===== config.mk =====
export PLATFORM = sky130hd
export DESIGN_NAME = seg_scan
export DESIGN_NICKNAME = d
export VERILOG_FILES = /design/src/rtl/seg_scan.sv
export SDC_FILE = /design/constraint.sdc
export NUM_CORES = 1
export LEC_CHECK = 0
export ABC_AREA = 1
export ABC_CLOCK_PERIOD_IN_PS = 1650
export BUFFER_PORTS_ARGS = -buffer_cell sky130_fd_sc_hd__buf_4
export CAP_MARGIN = 10
export CORE_MARGIN = 3
export CORE_UTILIZATION = 29
export CTS_CLUSTER_DIAMETER = 80
export DETAILED_ROUTE_END_ITERATION = 10
export HOLD_SLACK_MARGIN = 0.03
export PLACE_DENSITY_LB_ADDON = 0.08
export SYNTH_ARGS = -nofsm -noshare
export SYNTH_HDL_FRONTEND = slang
export SYNTH_SLANG_ARGS = --single-unit

===== constraint.sdc =====
create_clock -name CP -period 1.65 [get_ports CP]
set_clock_uncertainty 0.15 [all_clocks]
set_input_delay 0.33 -clock CP [delete_from_list [all_inputs] [get_ports CP]]
set_output_delay 0.33 -clock CP [all_outputs]
set_load 0.05 [all_outputs]

===== src/rtl/seg_scan.sv =====
// ============================================================================
//  Module   : seg_scan
//  Brief    : Two-digit multiplexed 7-segment scanner (BCD units + mod-6 tens)
//             with pulse-stretched carry/borrow indicator LEDs.
//             Optional macro SEG_SCAN_BLANK_EN blanks a leading tens zero.
//  Revision : 1.0 - initial release
// ============================================================================
`default_nettype none

module seg_scan #(
    parameter int DIV     = 4,
    parameter int STRETCH = 8
) (
    input  logic       CP,
    input  logic       CLR,
    input  logic [3:0] D0,
    input  logic [2:0] D1,
    input  logic       CO,
    input  logic       BO,
    output logic [6:0] SEG,
    output logic [1:0] AN,
    output logic       LED_C,
    output logic       LED_B
);

    localparam int               c_PW       = (DIV > 1) ? $clog2(DIV) : 1;
    localparam logic [c_PW-1:0]  c_PMAX     = c_PW'(DIV - 1);
    localparam logic [7:0]       c_STRETCH  = 8'(STRETCH);
    localparam logic [0:0]       c_ST_UNITS = 1'b0;
    localparam logic [0:0]       c_ST_TENS  = 1'b1;
    localparam logic [6:0]       c_SEG_OFF  = 7'h00;
    localparam logic [6:0]       c_SEG_DASH = 7'h40;
    localparam logic [1:0]       c_AN_OFF   = 2'b11;
    localparam logic [1:0]       c_AN_UNITS = 2'b10;
    localparam logic [1:0]       c_AN_TENS  = 2'b01;

    function automatic logic [6:0] f_decode(input logic [3:0] d);
        logic [6:0] s;
        case (d)
            4'd0:    s = 7'h3F;
            4'd1:    s = 7'h06;
            4'd2:    s = 7'h5B;
            4'd3:    s = 7'h4F;
            4'd4:    s = 7'h66;
            4'd5:    s = 7'h6D;
            4'd6:    s = 7'h7D;
            4'd7:    s = 7'h07;
            4'd8:    s = 7'h7F;
            4'd9:    s = 7'h6F;
            default: s = c_SEG_DASH;
        endcase
        return s;
    endfunction

    logic [c_PW-1:0] r_pre;
    logic            w_tick;
    logic [0:0]      r_state;
    logic [0:0]      w_state_nxt;
    logic            r_first;
    logic            r_upd;
    logic [3:0]      r_d0;
    logic [2:0]      r_d1;
    logic [6:0]      w_seg_nxt;
    logic [1:0]      w_an_nxt;
    logic            r_armed;
    logic [1:0]      w_ev_in;
    logic [1:0]      w_led;

    // ------------------------------------------------------------------
    // Prescaler: one-cycle tick every DIV clocks
    // ------------------------------------------------------------------
    assign w_tick = (r_pre == c_PMAX);

    always_ff @(posedge CP or posedge CLR) begin
        if (CLR) begin
            r_pre <= '0;
        end else if (w_tick) begin
            r_pre <= '0;
        end else begin
            r_pre <= r_pre + 1'b1;
        end
    end

    // ------------------------------------------------------------------
    // Scan index state machine
    // ------------------------------------------------------------------
    always_ff @(posedge CP or posedge CLR) begin
        if (CLR) begin
            r_state <= c_ST_UNITS;
        end else begin
            r_state <= w_state_nxt;
        end
    end

    always_comb begin
        w_state_nxt = r_state;
        if (w_tick) begin
            case (r_state)
                c_ST_UNITS: w_state_nxt = c_ST_TENS;
                c_ST_TENS:  w_state_nxt = c_ST_UNITS;
                default:    w_state_nxt = c_ST_UNITS;
            endcase
        end
    end

    // Digits are captured only at frame start (tens->units tick) or on the
    // very first tick, so a frame never shows a mix of old and new inputs.
    always_ff @(posedge CP or posedge CLR) begin
        if (CLR) begin
            r_first <= 1'b1;
            r_upd   <= 1'b0;
            r_d0    <= '0;
            r_d1    <= '0;
        end else begin
            r_upd <= w_tick;
            if (w_tick && (r_first || (r_state == c_ST_TENS))) begin
                r_first <= 1'b0;
                r_d0    <= D0;
                r_d1    <= D1;
            end
        end
    end

    // One cycle after a tick the index has already toggled, so the digit
    // being shown is the one opposite to the current state.
    always_comb begin
        w_seg_nxt = c_SEG_OFF;
        w_an_nxt  = c_AN_OFF;
        case (r_state)
            c_ST_TENS: begin
                w_an_nxt  = c_AN_UNITS;
                w_seg_nxt = f_decode(r_d0);
            end
            c_ST_UNITS: begin
                w_an_nxt = c_AN_TENS;
                if (r_d1 > 3'd5) begin
                    w_seg_nxt = c_SEG_DASH;
                end else begin
`ifdef SEG_SCAN_BLANK_EN
                    if (r_d1 == 3'd0) begin
                        w_seg_nxt = c_SEG_OFF;
                    end else begin
                        w_seg_nxt = f_decode({1'b0, r_d1});
                    end
`else
                    w_seg_nxt = f_decode({1'b0, r_d1});
`endif
                end
            end
            default: begin
                w_seg_nxt = c_SEG_OFF;
                w_an_nxt  = c_AN_OFF;
            end
        endcase
    end

    always_ff @(posedge CP or posedge CLR) begin
        if (CLR) begin
            SEG <= c_SEG_OFF;
            AN  <= c_AN_OFF;
        end else if (r_upd) begin
            SEG <= w_seg_nxt;
            AN  <= w_an_nxt;
        end
    end

    // ------------------------------------------------------------------
    // Indicator stretchers: [0] = carry, [1] = borrow
    // ------------------------------------------------------------------
    // r_armed masks the first edge after release so an input already high
    // at that point is not mistaken for a fresh event.
    always_ff @(posedge CP or posedge CLR) begin
        if (CLR) begin
            r_armed <= 1'b0;
        end else begin
            r_armed <= 1'b1;
        end
    end

    assign w_ev_in = {BO, CO};

    generate
        for (genvar gi = 0; gi < 2; gi++) begin : g_ind
            logic       r_hist;
            logic [7:0] r_cnt;
            logic       w_edge;

            assign w_edge = w_ev_in[gi] & ~r_hist & r_armed;

            always_ff @(posedge CP or posedge CLR) begin
                if (CLR) begin
                    r_hist <= 1'b0;
                    r_cnt  <= '0;
                end else begin
                    r_hist <= w_ev_in[gi];
                    if (w_edge) begin
                        r_cnt <= c_STRETCH;
                    end else if (w_tick && (r_cnt != 8'd0)) begin
                        r_cnt <= r_cnt - 8'd1;
                    end
                end
            end

            assign w_led[gi] = (r_cnt != 8'd0);
        end
    endgenerate

    assign LED_C = w_led[0];
    assign LED_B = w_led[1];

endmodule

`default_nettype wire


; ---- Word-level counts from Yosys, hierarchy flattened
; Memories as Yosys holds them, arrays and structs flattened.
; Index checks and enable logic that the tools add are counted.
[totals]
reg_bits = 40
romBits = 168
inputBits = 11
out_inout_bits = 11
wordCells = 44
memories = 2
[memory_table]
columns = name, words, word_bits, rd, rd_clocked_by_memory_dff, write_ports, line_no
row1 = (no name shown), 16, 7, 1, 0, 0, 39  ; case (d)
row2 = (no name shown), 8, 7, 1, 0, 0, 39
[classes]
add_sub_neg = 3
magnitude_cmp = 1
eq_ne = 1
muxes = 9
n_bitwise = 7
n_reduce_logical = 8
[ops]
columns = op, n
row1 = $mux 8, 4
row2 = $reduce_bool 8->1, 2
row3 = $sub 8x1->8 const B, 2
row4 = $pmux 7 s2, 1
row5 = $mux 7, 1
row6 = $and 1x1->1, 4
row7 = $pmux 2 s2, 1
row8 = $reduce_bool 2->1, 2
row9 = $gt 3x3->1 const B, 1
row10 = $logic_and 1x1->1, 3
row11 = $not 1->1, 3
row12 = $add 2x1->2 const B, 1
row13 = $eq 2x2->1 const B, 1
row14 = $mux 2, 1
row15 = $pmux 1 s2, 1
row16 = $logic_or 1x1->1, 1

; ---- Longest topological paths before layout
; Gate-level depths: netlist (run 1).
[logic_depth]
depth_word = 4
ltp_mapped = 8
depth_no_buf = 8

; ---- Least setup slack after synthesis (run 1)
; OpenSTA, ideal clock, no wires.
[synth_path]
path_type = register -> output
start = reg g_ind[0].r_cnt[0]
end = out LED_C
arrival_time_ns = 1.175
required_time_ns = 1.170
slack_ns = -0.005
path_stages_with_launch = 6
path_buffers = 0
path_cell_list = dfrtp_1 inv_1 ha_1 nand3_4 nor2_4 inv_1
[synth_between]
elab_chain_cells = 1
[synth_rtl]
columns = element, line_no
row1 = from (decl), 185  ; logic [7:0] r_cnt;
row2 = from (signal assigned), 197  ; r_cnt <= c_STRETCH;
row3 = from (signal assigned), 199  ; r_cnt <= r_cnt - 8'd1;
row4 = $reduce_bool 8->1, 204  ; assign w_led[gi] = (r_cnt != 8'd0);
row5 = to (decl), 22  ; output logic LED_C,
; Every way passes these cells.

; ---- Worst setup path in the final report (run 1)
[layout_path]
start = reg g_ind[0].r_cnt[4]
end = out LED_C
; The elaborated chain is that of the path after synthesis.

==> results of run 1 <==
## layout make-up
class                      count  area [um^2]
clock buffer                   6         82.6
clock inverter                 2         10.0
fill                         780         4520
inverter                      40          154
multi-input combinational    191         1130
sequential                    40         1010
tap                           99          124
timing repair buffer          42          343
## Yosys cell counts
cell type,number
sky130_fd_sc_hd__inv_1,36
sky130_fd_sc_hd__nand3_1,28
sky130_fd_sc_hd__dfstp_2,3
sky130_fd_sc_hd__nand2_1,72
sky130_fd_sc_hd__o21ai_0,13
sky130_fd_sc_hd__a22oi_1,1
sky130_fd_sc_hd__dfrtp_1,37
sky130_fd_sc_hd__buf_2,1
sky130_fd_sc_hd__nor2_1,19
sky130_fd_sc_hd__a21oi_2,1
sky130_fd_sc_hd__nand3_4,1
sky130_fd_sc_hd__nor3_4,1
sky130_fd_sc_hd__inv_2,4
sky130_fd_sc_hd__nand4_1,6
sky130_fd_sc_hd__o21ai_1,12
sky130_fd_sc_hd__o21ai_2,1
sky130_fd_sc_hd__nand3_2,1
sky130_fd_sc_hd__nand2_2,2
sky130_fd_sc_hd__nor2_8,1
sky130_fd_sc_hd__or2_1,2
sky130_fd_sc_hd__nor2_4,7
sky130_fd_sc_hd__xor2_1,5
sky130_fd_sc_hd__nor2_2,2
sky130_fd_sc_hd__or2_2,1
sky130_fd_sc_hd__conb_1,1
sky130_fd_sc_hd__ha_1,14
## sequential cells by signal (all words and copies together), names as in the netlist
signal        cells
g_ind.r_cnt      16
r_armed           1
AN                2
r_pre             2
SEG               7
g_ind.r_hist      2
r_upd             1
r_state           1
r_d0              4
r_d1              3
r_first           1
## cell usage in the layout (no fill, tap or decap), drive strengths merged
master        n
dfstp         3
nand3        30
conb          1
clkbuf        6
clkinvlp      1
clkinv        2
dlygate4sd3   3
inv          39
nor3          1
dfrtp        37
a21oi         1
xor2          5
a22oi         1
ha           14
or2           3
nand4         6
o21ai        26
nand2        74
nor2         29
buf          39
## logic make-up (layout without fill, tap and decap cells)
logic type                 Yosys count  after routing  share of synthesized area, %
xor gates and xnor gates             5              5                          1.96
buffers and inverters               41             90                          6.93
AOI/OAI and AO/OA                   28             28                          6.71
adders and majority gates           14             14                          7.83
and+or+nand+nor                    143            143                          31.5
DFF                                 40             40                          44.9
other                                1              1                         0.168
## power breakdown
part	switching [mW]	leakage [nW]	internal (mW)
clock network	0.352	0.0510	0.334
logic	0.777	0.869	0.609
registers	0.165	0.483	1.18
## path summary, 6_finish.rpt
kind | to | startpoint | slack, ns | depth (start not counted)
max in group asynchronous | AN[0] | CLR | 0.59 | 4
min | r_d1[2] | D1[2] | 0.09 | 3
max | LED_C | g_ind[0].r_cnt[4] | -0.18 | 5
max reg2reg | g_ind[0].r_cnt[6] | g_ind[0].r_cnt[4] | 0.07 | 9
min reg2reg | r_pre[0] | r_pre[0] | 0.29 | 1
min in group asynchronous | g_ind[0].r_cnt[0] | CLR | 0.49 | 4
## layer usage
layer	routed length, um	track usage [%]
met5	0	0
met4	47	3.61
met3	126	3.21
met2	2030	17.6
met1	2450	15.9
## through the flow
stage / total power, mW / setup WS (ns) / utilization, % / area, um^2 / hold WS (ns)
CTS: 3.39 / -0.277 / 38.1 / 2810 / 0.0801
global placement: 2.61 / 0.00669 / 36.1 / 2660 / 0.267
detailed placement: 2.61 / -0.00365 / 36.1 / 2660 / 0.270
global route: 3.70 / -0.274 / 38.7 / 2850 / 0.0702
floorplan: 2.21 / 0.000951 / - / 2250 / 0.211
finish: 3.41 / -0.183 / 38.7 / 2850 / 0.0866
## worst max-delay path: stages, from the launching register on
cell and delay [ns]:
sky130_fd_sc_hd__dfrtp_1 0.39, sky130_fd_sc_hd__nor2_1 0.19, sky130_fd_sc_hd__nand2_2 0.09, sky130_fd_sc_hd__nor2_4 0.16, sky130_fd_sc_hd__clkinvlp_4 0.10, sky130_fd_sc_hd__buf_6 0.15
## timing repair
action                                  in CTS  in global routing
pin swaps                                    1                  3
buffers inserted                             0                  2
gates resized for setup                      9                  7
hold buffers                                 3                  0
hold endpoints to repair                    39                  0
endpoints found under the setup margin       3                  4
==> qor.txt, run 1 <==
Clock sink total = 40
Average routed wire per standard cell = 11.1 um
Number of distinct library cell variants in the gate-level netlist after synthesis = 26
Fmax = 545 MHz
Inserted Clock Buffers = 5
Number of max-slew violations in the final report = 0
Critical Path Sink Type = output port
Mapped cell area = 2240 um^2
Cells after Synth = 272
Post-route non-filler standard cell count = 420
Number of max-cap violations = 0
Ranking of synthesized cells by area = sky130_fd_sc_hd__dfrtp_1, sky130_fd_sc_hd__nand2_1, sky130_fd_sc_hd__ha_1, sky130_fd_sc_hd__nand3_1, sky130_fd_sc_hd__inv_1
Required time of the critical path = 1.17 ns
Element type at the critical path start = flop
Final cycle utilization of the critical path = 111%
Initial antenna violation count = 0
Number of buffers on the longest clock path = 2
Violated checks = negative setup slack
Final antenna-violating net count = 0
Tmin final = 1.83 ns
Chip Height = 93.9 um
Standby leakage power = 1.40 nW
I/O pins = 22
Proportion of synthesized chip area in sequential cells = 44.9%
Setup repair after global routing missed its margin = yes
Worst path setup slack after routing = -0.183 ns
Top-area cell type share of the netlist area = 41.4%
Worst min-delay path class = input pin to flop
Path type of the worst setup path = flop to output port
Number of storage elements in the synthesis netlist = 40
Count of unresolved DRC violations after routing = 0
Wire length reported by the detailed router = 4660 um
Endpoints failing setup = 2
Maximum fanout along the worst path = 3
Growth of design area from synthesis to finish = 27.3%
Clock tree root buffer cell = sky130_fd_sc_hd__clkbuf_8
Final count of hold timing violations = 0
Clock tree from TritonCTS = built
Inserted Diodes = 0
First-pass GRT wire length = 7980 um
Initial standard-cell utilization of the core = 30.4%
Clock insertion delay at the later pin of the skew report = 0.29 ns
Final weighted congestion in routability-driven placement = 0.785
# rows = 31
Number of vias per cell after detailed routing = 4.24
Clock-pin slew reported for the worst setup and hold paths after clock tree synthesis = 0.08 ns
Sum of net half-perimeters after detailed placement = 3460 um
Worst Path Arrival = 1.35 ns
Run status = finished with violations
Largest area contributor in the synthesized netlist = sky130_fd_sc_hd__dfrtp_1
Total number of vias = 1,780
Core area = 7370 um^2
Maximum number of pins on one net before global-route repair = 41
Port Buffer Count = 21
Count of synthesis-stage warnings from yosys = 0
Aggregate negative setup slack = -0.283 ns
Post-Synthesis Net Count = 297
Global router's overall resource usage = 11.6%
Pwr dens = 1200 nW/um^2
Htree depth = 2
Share of layout cells above drive strength 1 = 26.5%
Number of placed cells counting well taps = 407
Mean area per synthesized cell = 8.23 um^2
Area of the die = 8810 um^2
Pre-antenna DRT Iters = 4
Number of design-rule violations left by the first detailed-router iteration = 62
Highest ir drop seen on vdd = 623 uV
Die Span X = 93.9 um
Number of global-route vias before repair = 1,676
Total overflow reported by the global router = 0
Layout Nets = 345
Note: power is estimated with default switching activity, not from simulation.
==> run 2: changes to the inputs <==
--- a/config.mk
+++ b/config.mk
@@ -9,9 +9,10 @@
 export ABC_CLOCK_PERIOD_IN_PS = 1650
 export BUFFER_PORTS_ARGS = -buffer_cell sky130_fd_sc_hd__buf_4
 export CAP_MARGIN = 10
-export CORE_MARGIN = 3
+export CORE_MARGIN = 2
 export CORE_UTILIZATION = 29
 export CTS_CLUSTER_DIAMETER = 80
+export CTS_CLUSTER_SIZE = 12
 export DETAILED_ROUTE_END_ITERATION = 10
 export HOLD_SLACK_MARGIN = 0.03
 export PLACE_DENSITY_LB_ADDON = 0.08
==> qor.txt, run 2 (same netlist as run 1, synthesis figures left out) <==
Clock tree from TritonCTS = built
Total overflow reported by the global router = 0
FF+latch area = 1010 um^2
Run status = finished with violations
Area of combinational cells with multiple inputs = 1130 um^2
Violated checks = negative setup slack
Standby leakage power = 1.42 nW
Filler Cell Count = 811
Cell-by-cell listing of the critical path = inv_2 > ha_4 > nand3_4 > nor2_4 > clkinvlp_4 > buf_6
Number of max-cap violations = 0
Leading cell type in the layout, fill and taps excluded = sky130_fd_sc_hd__nand2_1
Highest ir drop seen on vdd = 324 uV
Post-route non-filler standard cell count = 428
Worst min-delay path class = input pin to flop
Cell internal power dissipation = 2.18 mW
Final weighted congestion in routability-driven placement = 0.775
Worst path setup slack after routing = -0.151 ns
Portion of total power attributed to sequential cells = 38.4%
Post-Place Setup Slack = 0.0220 ns
Maximum number of pins on one net before global-route repair = 41
Clock insertion delay at the later pin of the skew report = 0.29 ns
Path type of the worst setup path = flop to output port
Number of max-slew violations in the final report = 0
Maximum fanout along the worst path = 2
Layout Nets = 350
Initial antenna violation count = 0
Number of placed cells counting well taps = 411
Final cycle utilization of the critical path = 109%
Average routed wire per standard cell = 11.0 um
Htree depth = 2
Critical Path Sink Type = output port
Reg with most FFs = g_ind.r_cnt
Number of design-rule violations left by the first detailed-router iteration = 90
Die Span X = 91.9 um
Port Buffer Count = 21
Worst Path Arrival = 1.32 ns
Wire length reported by the detailed router = 4690 um
Inserted Clock Buffers = 5
I/O pins = 22
Number of vias per cell after detailed routing = 4.21
Area of the die = 8440 um^2
Endpoints failing setup = 2
Initial standard-cell utilization of the core = 29.4%
Net switching share of the total power = 37.3%
Largest stage delay, worst path = 0.39 ns
Critical path's top delay family = flip-flops
Clock power frac = 19.4%
Required time of the critical path = 1.17 ns
# rows = 32
Number of flip-flops in the largest register = 16
Global router's overall resource usage = 12.5%
Total number of vias = 1,801
Setup repair after global routing missed its margin = yes
Clock sink total = 40
Number of global-route vias before repair = 1,786
Chip Height = 91.9 um
Tmin final = 1.80 ns
Clock tree root buffer cell = sky130_fd_sc_hd__clkbuf_8
First-pass GRT wire length = 8270 um
Count of unresolved DRC violations after routing = 0
Fmax = 555 MHz
Pwr dens = 1200 nW/um^2
Inserted Diodes = 0
Critical-path cell with the highest stage delay = sky130_fd_sc_hd__dfrtp_1
Final count of hold timing violations = 0
Pre-antenna DRT Iters = 4
Registers with the most flip-flops = g_ind.r_cnt x16, SEG x7, r_d0 x4
Growth of design area from synthesis to finish = 29.4%
Sum of net half-perimeters after detailed placement = 3510 um
Final antenna-violating net count = 0
Share of layout cells above drive strength 1 = 27.9%
Element type at the critical path start = flop
Number of buffers on the longest clock path = 2
Core area = 7610 um^2
Net Sw Power = 1.29 mW
Combinational share of power = 42.2%
Clock-pin slew reported for the worst setup and hold paths after clock tree synthesis = 0.07 ns
Highest-count cells in the layout ignoring fill and taps = sky130_fd_sc_hd__nand2_1, sky130_fd_sc_hd__buf_4, sky130_fd_sc_hd__dfrtp_1
Buffer and inverter count on the worst path = 3
-- run 2: area by class of cell --
class / instances / area share (%)
Clock buffer: 8 / 3.11
Inverter: 40 / 5.44
Multi-Input combinational cell: 191 / 39.2
Sequential cell: 40 / 34.7
Timing Repair Buffer: 47 / 13.1
Tap cell: 102 / 4.41
-- run 2: worst register-to-register path, stage by stage, from the launching register on --
cell and delay [ns]:
sky130_fd_sc_hd__dfrtp_1 0.39, sky130_fd_sc_hd__inv_2 0.08, sky130_fd_sc_hd__ha_4 0.14, sky130_fd_sc_hd__nand3_4 0.08
sky130_fd_sc_hd__nor2_4 0.11, sky130_fd_sc_hd__buf_4 0.15, sky130_fd_sc_hd__nor2_4 0.03, sky130_fd_sc_hd__buf_4 0.17
sky130_fd_sc_hd__nor2_8 0.10, sky130_fd_sc_hd__nand2_1 0.06, sky130_fd_sc_hd__nand2_1 0.06
-- run 2: routing by layer --
metal	wire length, um	global-route usage, %	part of all wire [%]
met1	2310	16.4	49
met2	2200	20.2	47
met3	109	2.96	2.3
met4	68	4.48	1.5
met5	0	0	0
-- run 2: worst paths after layout --
check,startpoint,endpoint,slack (ns),cells past startpoint
worst max-delay path,g_ind[0].r_cnt[1],LED_C,-0.15,6
worst min-delay path,D1[2],r_d1[2],0.09,3
worst max register to register,g_ind[0].r_cnt[1],g_ind[0].r_cnt[6],0.08,10
worst min register to register,r_pre[0],r_pre[0],0.29,1
max in group asynchronous,CLR,AN[0],0.60,4
min in group asynchronous,CLR,g_ind[0].r_cnt[2],0.49,4
-- run 2: what timing repair did --
action / in CTS / in global routing
hold endpoints to repair: 39 / 0
hold buffers: 3 / 0
gates resized for setup: 11 / 8
pin swaps: 2 / 3
setup buffers: 4 / 3
endpoints found under the setup margin: 2 / 15
-- run 2: power groups by stage --
stage | Sequential (mW) | Clock [mW] | Combinational [mW]
finish | 1.33 | 0.674 | 1.46
global route | 1.36 | 0.759 | 1.67
CTS | 1.32 | 0.711 | 1.43
detailed placement | 1.33 | 0 | 1.31
global placement | 1.33 | 0 | 1.30
floorplan | 1.39 | 0 | 0.822
-- run 2: per-stage QoR --
step	cell area (um^2)	hold slack [ns]	TNS [ns]	utilization (%)	power [mW]
floorplan	2250	0.211	0	-	2.21
global placement	2680	0.270	0	35.2	2.63
detailed placement	2680	0.266	0	35.2	2.64
CTS	2850	0.0790	-0.293	37.5	3.46
global route	2900	0.0906	-0.397	38.1	3.79
finish	2900	0.0923	-0.234	38.1	3.47
